===== config.mk =====
export PLATFORM = sky130hd
export DESIGN_NAME = apb_slave
export DESIGN_NICKNAME = d
export VERILOG_FILES = /design/src/rtl/apb_pkg.sv /design/src/rtl/apb_regfile.sv /design/src/rtl/apb_slave.sv
export SDC_FILE = /design/constraint.sdc
export NUM_CORES = 1
export LEC_CHECK = 0
export CORE_MARGIN = 2
export CORE_UTILIZATION = 35
export DETAILED_ROUTE_END_ITERATION = 10
export PLACE_DENSITY = 0.64
export SETUP_SLACK_MARGIN = 0.02
export SLEW_MARGIN = 20
export SYNTH_ARGS = -nofsm -noshare
export SYNTH_HDL_FRONTEND = slang
export SYNTH_SLANG_ARGS = --single-unit

===== constraint.sdc =====
create_clock -name PCLK -period 1.9 [get_ports PCLK]
set_input_delay 0.285 -clock PCLK [delete_from_list [all_inputs] [get_ports PCLK]]
set_output_delay 0.285 -clock PCLK [all_outputs]
set_load 0.01 [all_outputs]

===== src/rtl/apb_pkg.sv =====
// apb_pkg: shared FSM states, register addresses and default data width
// for the APB slave and its register file.
package apb_pkg;
    typedef enum logic [1:0] {IDLE, WAIT, READY} state_e;
    localparam logic [1:0] ADDR_REG0 = 2'd0;
    localparam logic [1:0] ADDR_REG1 = 2'd1;
    localparam logic [1:0] ADDR_REG2 = 2'd2;
    localparam logic [1:0] ADDR_CNT  = 2'd3;
    localparam int DATA_W = 8;
endpackage


===== src/rtl/apb_regfile.sv =====
// apb_regfile: three read/write registers plus a read-only counter of
// successful writes; the caller only asserts we_i for addresses 0..2.
module apb_regfile
    import apb_pkg::*;
#(
    parameter int m = DATA_W
) (
    input  logic         clk_i,
    input  logic         rst_ni,
    input  logic         we_i,
    input  logic [1:0]   waddr_i,
    input  logic [m-1:0] wdata_i,
    input  logic [1:0]   raddr_i,
    output logic [m-1:0] rdata_o,
    output logic [m-1:0] reg0_o
);
    logic [m-1:0] regs_q [3];
    logic [m-1:0] cnt_q;

    always_ff @(posedge clk_i or negedge rst_ni) begin
        if (!rst_ni) begin
            regs_q <= '{default: '0};
            cnt_q  <= '0;
        end else if (we_i) begin
            for (int i = 0; i < 3; i++)
                if (waddr_i == 2'(i)) regs_q[i] <= wdata_i;
            cnt_q <= cnt_q + m'(1);
        end
    end

    always_comb begin
        rdata_o = raddr_i == ADDR_REG0 ? regs_q[0] :
                  raddr_i == ADDR_REG1 ? regs_q[1] :
                  raddr_i == ADDR_REG2 ? regs_q[2] : cnt_q;
    end

    assign reg0_o = regs_q[0];
endmodule


===== src/rtl/apb_slave.sv =====
// apb_slave: APB completer with a programmable number of wait states,
// four-entry register map and a write-strobe side output for register 0.
module apb_slave
    import apb_pkg::*;
#(
    parameter int m           = DATA_W,
    parameter int WAIT_STATES = 1
) (
    input  logic         PCLK,
    input  logic         PRESET,
    input  logic         PSEL,
    input  logic         PENABLE,
    input  logic         PWRITE,
    input  logic [1:0]   PADDR,
    input  logic [m-1:0] PWDATA,
    output logic         PREADY,
    output logic [m-1:0] PRDATA,
    output logic         PSLVERR,
    output logic [m-1:0] o_data,
    output logic         o_data_valid
);
    localparam logic [1:0] WS_CNT = 2'(WAIT_STATES);

    state_e       state_q, state_d;
    logic [1:0]   wcnt_q, wcnt_d;
    logic [1:0]   addr_q, addr_d;
    logic         write_q, write_d;
    logic [m-1:0] wdata_q, wdata_d;
    logic         ready_q, valid_q, valid_d;
    logic         done, err, we;
    logic [m-1:0] rdata;

    always_ff @(posedge PCLK or negedge PRESET) begin
        if (!PRESET) begin
            state_q <= IDLE;
            wcnt_q  <= '0;
            addr_q  <= '0;
            write_q <= 1'b0;
            wdata_q <= '0;
            ready_q <= 1'b0;
            valid_q <= 1'b0;
        end else begin
            state_q <= state_d;
            wcnt_q  <= wcnt_d;
            addr_q  <= addr_d;
            write_q <= write_d;
            wdata_q <= wdata_d;
            ready_q <= state_d == READY;
            valid_q <= valid_d;
        end
    end

    always_comb begin
        state_d = state_q;
        wcnt_d  = wcnt_q;
        addr_d  = addr_q;
        write_d = write_q;
        wdata_d = wdata_q;
        done    = 1'b0;
        case (state_q)
            IDLE: if (PSEL && !PENABLE) begin
                addr_d  = PADDR;
                write_d = PWRITE;
                wdata_d = PWDATA;
                wcnt_d  = WS_CNT;
                state_d = WAIT_STATES == 0 ? READY : WAIT;
            end
            WAIT: if (!PSEL) state_d = IDLE;
            else begin
                wcnt_d  = wcnt_q - 2'd1;
                state_d = wcnt_q == 2'd1 ? READY : WAIT;
            end
            READY: if (!PSEL || PENABLE) begin
                state_d = IDLE;
                done    = PSEL;
            end
            default: state_d = IDLE;
        endcase
    end

    // Commits use the latched transfer, never the live bus.
    assign err     = write_q && addr_q == ADDR_CNT;
    assign we      = done && write_q && !err;
    assign valid_d = we && addr_q == ADDR_REG0;

    apb_regfile #(.m(m)) u_regfile (
        .clk_i   (PCLK),
        .rst_ni  (PRESET),
        .we_i    (we),
        .waddr_i (addr_q),
        .wdata_i (wdata_q),
        .raddr_i (addr_q),
        .rdata_o (rdata),
        .reg0_o  (o_data)
    );

    assign PREADY       = ready_q;
    assign PSLVERR      = ready_q && err;
    assign PRDATA       = ready_q && !write_q ? rdata : '0;
    assign o_data_valid = valid_q;
endmodule


After elaboration in Yosys (flattened, before gate mapping)
Cells that the tools add are included.

storage, ports and cells
  register bits = 49

operators by class
  equality and inequality tests = 9
  mux-type cells = 14
  reduce and logical (&&, ||, !) cells = 20
  add/subtract/negate cells = 2

operators with widths
  cell                 number
  $mux 8               4
  $mux 2               6
  $add 8x1->8 const B  1
  $eq 2x2->1 const B   4
  $reduce_and 2->1     4
  $logic_and 1x1->1    7
  $eq 2x1->1 const B   3
  $pmux 2 s3           1
  $logic_not 1->1      4
  $logic_not 2->1      2
  $ne 2x2->1 const B   2
  $pmux 2 s2           1
  $reduce_and 3->1     1
  $mux 1               2
  $reduce_bool 2->1    1
  $sub 2x1->2 const B  1
  $logic_or 1x1->1     1

Longest topological paths before layout
  word-level depth = 7
  mapped depth = 5

By module
Synthesis repeated with hierarchy kept, for this count alone.

unflattened totals
  cells, all modules = 154
  area total of the unflattened synthesis = 2306.0 µm²

modules (own cells, without submodules)
  module       area each (µm²)  seq. area each (µm²)  cells each  times used
  apb_regfile  1501.4           800.8                 96          1
  apb_slave    804.5            425.4                 58          1

Worst setup path before layout
Ideal clock, no wire load.

  path type = flip-flop to flip-flop
  start = register state_q[0]
  end = register u_regfile.regs_q[10] (netlist name)
  data arrival time = 1.497 ns
  setup slack = 0.277 ns
  library setup time = 0.125 ns
  buffers on the path = 1
  stages on the path, launching flop included = 6
  cell sequence = dfrtp_1 nor2b_1 nand4_1 or3b_1 buf_6 mux2_4

between the ends
  cells in the longest elaborated chain, start to end = 5

RTL lines
  item                               line               text
  from (decl)                        apb_slave.sv:24    state_e state_q, state_d;
  from (signal assigned)             apb_slave.sv:43    state_q <= state_d;
  $eq 2x2->1                         apb_slave.sv:60    case (state_q)
  $mux 1                             apb_slave.sv:60
  $logic_and 1x1->1 (2 in series)    apb_slave.sv:83    assign we = done && write_q && !err;
  $reduce_and 2->1 (no source line)  -
  to (signal, indexed assignment)    apb_regfile.sv:26  if (waddr_i == 2'(i)) regs_q[i] <= wdata_i;
  to (decl)                          apb_regfile.sv:17  logic [m-1:0] regs_q [3];

Every way passes these cells.
A chain may end at the register's enable or synchronous reset.

Final worst setup path
  start = register addr_q[0]
  end = output PRDATA[0]

between the ends
  cells in the longest elaborated chain, start to end = 5
  elaborated cells on any way between the ends = 7
  classes of those cells = eq/ne (2); mux (4); reduce/logical (1)

RTL lines
  item                    line               text
  from (decl)             apb_slave.sv:26    logic [1:0] addr_q, addr_d;
  from (signal assigned)  apb_slave.sv:45    addr_q <= addr_d;
  $eq 2x2->1              apb_regfile.sv:34  raddr_i == ADDR_REG2 ? regs_q[2] : cnt_q;
  $mux 8                  apb_regfile.sv:34
  $mux 8                  apb_regfile.sv:33  raddr_i == ADDR_REG1 ? regs_q[1] :
  $mux 8 *                apb_regfile.sv:32  rdata_o = raddr_i == ADDR_REG0 ? regs_q[0] :
  $mux 8 *                apb_slave.sv:99    assign PRDATA = ready_q && !write_q ? rdata : '0;
  to (decl)               apb_slave.sv:17    output logic [m-1:0] PRDATA,

Every way passes the cells marked *; elsewhere a longest branch is shown, timed or not.

==> metrics.md <==
| Metric | Value |
|---|---|
| Worst endpoint data arrival time | 1.63 ns |
| H-Tree Depth | 2 |
| Required time worst endpoint | 1.62 ns |
| Peak supply drop | 530 uV |
| Slew HR | 67.8% |
| N_diodes | 0 |
| Place WS | -0.0990 ns |
| Setup crit end kind | output pin |
| Port bufs | 33 |
| Initial antenna violation count | 0 |
| WL/cell | 15.2 um |
| Iter 0 DRT Violations | 56 |
| Violated checks | setup timing |
| CTS root buffer | clkbuf_8 |
| Pin count of the biggest net entering global routing | 50 |
| Final Hold Vio Count | 0 |
| LEAKAGE | 1.36 nW |
| Core area | 6310 um2 |
| Row count | 29 |
| Number of nets in the layout | 225 |
| Top cells by area, synth | dfrtp_1 (54%), mux2_2 (14%), mux4_2 (7.9%), mux2_4 (5.3%), buf_4 (2.6%) |
| Worst Setup Path Type | flop to output pin |
| Finished Layout Cells | 285 |
| M1 WL | 2140 um |
| Final setup viols | 6 |
| Hold Crit Class | flop to flop |
| Final WL | 4340 um |
| Worst-Skew Late Latency | 0.29 ns |
| Maxcap violations | 0 |
| Avg Vias per Cell | 4.85 |
| Outcome | finished with violations |
| Fraction of layout instances using a drive strength above 1 | 46.6% |
| R2r setup slk | 0.21 ns |
| Sequential share of the synthesized area | 53.8% |
| Unique masters post-synth | 29 |
| IO Count | 34 |
| Critical R2R Capture | u_regfile.regs_q[15]$_DFFE_PN0P_ |
| Worst r2r path cells | 5 |
| Setup repair bufs after CTS | 0 |
| Worst hold slack | 0.478 ns |
| Worst reg2reg path startpoint | state_q[1]$_DFF_PN0_ |
| Crit-path max FO | 5 |
| Max Clock Freq | 0.523 GHz |
| Die height | 84.7 um |
| Area growth, synth to finish | 30.6% |
| CTS Sinks | 49 |
| Most frequent CP cell | buf_6 |
| Ys Warns | 0 |
| Initial Utilization | 36.1% |
| PwrDens | 982 nW/um2 |
| Syn nets | 174 |
| Hold Crit Start | u_regfile.cnt_q[7]$_DFFE_PN0P_ |
| Largest area contributor in the netlist | dfrtp_1 |
| Met3 wire len | 178 um |
| TritonCTS clock tree | done |
| Worst-path clk slew | 0.08 ns |
| Critical Path Source Type | flop |
| Pre-Repair DR Iteration Count | 4 |
| DR vias | 1,382 |
| Synth Register Bits | 49 |
| Top sig layer | met4 |
| Synth top area share | 53.8% |
| Syn avg cell area | 14.5 um2 |
| Max Slew Vio Count | 0 |
| Crit-path max cell delay | 0.50 ns |
| Vias in the first global route | 1,460 |
| Post-synthesis instance total | 157 |
| Slowest cell on the critical path | mux4_2 |
| Max clock buf depth | 2 |
| Final GP Congestion | 0.852 |
| CTS Buf Count | 5 |
| Worst slew pin tran | 0.483 ns |
| Post-placement cell count | 277 |
| Worst setup margin | -0.0113 ns |
| First-pass GRT wire length | 7330 um |
| Die width | 84.7 um |
| Total power | 2.92 mW |
| Clk_skew | 0.00745 ns |
| Congestion Overflow GR | 0 |
| Hold endpoint | u_regfile.cnt_q[7]$_DFFE_PN0P_ |
| Area of the die | 7180 um2 |
| Hold path cells | 1 |
| Fin crit period | 1.91 ns |
| Tcrit/Tclk final | 101% |
| Overall routing resource usage | 13.2% |
| Antenna-violating nets left | 0 |
| DP HPWL | 2980 um |
| Cell area after synthesis | 2280 um2 |
| RSZ-0062 raised after global routing | yes |
| Final Core Density | 47.2% |
| # DRC | 0 |
| Crit-path cells | buf_6 -> mux4_2 -> nor2b_4 -> buf_6 |
| Met2 Wirelength | 1970 um |
synthesized netlist by cell type:
master / count
or3b_1: 1
ha_1: 2
xnor2_1: 6
nor3_2: 1
a21oi_1: 1
mux2_4: 8
nor3b_2: 1
nor2b_1: 9
buf_2: 4
nand3_1: 1
buf_4: 8
inv_1: 3
nand2_1: 4
or3_1: 1
or2b_2: 1
mux4_2: 8
xor2_1: 1
a32o_1: 1
buf_6: 1
o21ai_0: 2
nor3b_1: 1
o22ai_1: 1
and2b_1: 1
and3_1: 3
dfrtp_1: 49
mux2_2: 28
and2_1: 3
nand2b_1: 1
nand4_1: 6
metal layers:
layer / track usage [%] / vias up
met5: 0 / -
met1: 19.1 / 688
met4: 4.76 / 0
met2: 19.8 / 34
met3: 2.85 / 4
li1: - / 656
state kept, by name, summed over array words and instances, names as in the netlist:
name,cells
u_regfile.regs_q,16
u_regfile.cnt_q,8
u_regfile.reg0_o,8
wdata_q,8
addr_q,2
state_q,2
wcnt_q,2
PREADY,1
o_data_valid,1
write_q,1
kinds of logic after synthesis:
logic type | after synthesis | synth area share (%)
flops | 49 | 53.8
mux | 44 | 27.0
simple gates | 34 | 9.60
buf+inv | 16 | 4.50
xor+xnor | 7 | 2.69
compound gates | 5 | 1.37
fa+ha+maj | 2 | 1.10
power breakdown:
| part | switching (mW) | total, mW | internal [mW] |
|---|---|---|---|
| registers | 0.184 | 1.44 | 1.26 |
| clock network | 0.332 | 0.715 | 0.383 |
| logic | 0.271 | 0.768 | 0.497 |
cell usage in the layout (no fill, tap or decap), types with 5 or more instances in the layout:
cell / Yosys / layout
mux2_2: 28 / 28
dfrtp_1: 49 / 48
nor2b_4: 0 / 7
clkdlybuf4s50_1: 0 / 23
buf_6: 1 / 9
buf_4: 8 / 20
clkbuf_8: 0 / 5
nand4_1: 6 / 6
mux2_4: 8 / 8
xnor2_1: 6 / 6
mux4_2: 8 / 8
metrics by stage:
stage	TNS (ns)	area, um2
2_1_floorplan	0	2280
3_3_place_gp	-0.850	2800
3_5_place_dp	-1.71	2800
4_1_cts	-0.330	2880
5_1_grt	-0.626	2980
6_report	-0.0402	2980
cell type report:
class,instances,area [um2]
clock buffer,5,68.8
clock inverter,2,35.0
fill,595,3340
inverter,3,11.3
multi-input combinational,92,1010
sequential,49,1230
tap,77,96.3
timing repair buffer,57,527
worst max-delay path by stage:
stage | slack (ns) | startpoint | endpoint
floorplan | 0.28 | state_q[0]$_DFF_PN0_ | u_regfile.regs_q[10]$_DFFE_PN0P_
global placement | -0.06 | PSEL | u_regfile.regs_q[13]$_DFFE_PN0P_
detailed placement | -0.1 | PSEL | u_regfile.regs_q[13]$_DFFE_PN0P_
CTS | -0.05 | addr_q[0]$_DFFE_PN0P_ | PRDATA[2]
global route | -0.09 | addr_q[0]$_DFFE_PN0P_ | PRDATA[3]
finish | -0.01 | addr_q[0]$_DFFE_PN0P_ | PRDATA[0]
worst max-delay path: cells and delay by family, from the launching register on:
| kind | cells | cell delay (ns) |
|---|---|---|
| buffers and inverters | 2 | 0.28 |
| flip-flops | 1 | 0.41 |
| multiplexers | 1 | 0.50 |
| AND/OR/NAND/NOR | 1 | 0.14 |
repair_timing:
item / CTS / global route
hold endpoints to repair: 49 / 0
gates resized for setup: 39 / 18
hold buffers: 1 / 0
endpoints found under the setup margin: 9 / 8
Note: power is estimated with default switching activity, not from simulation.
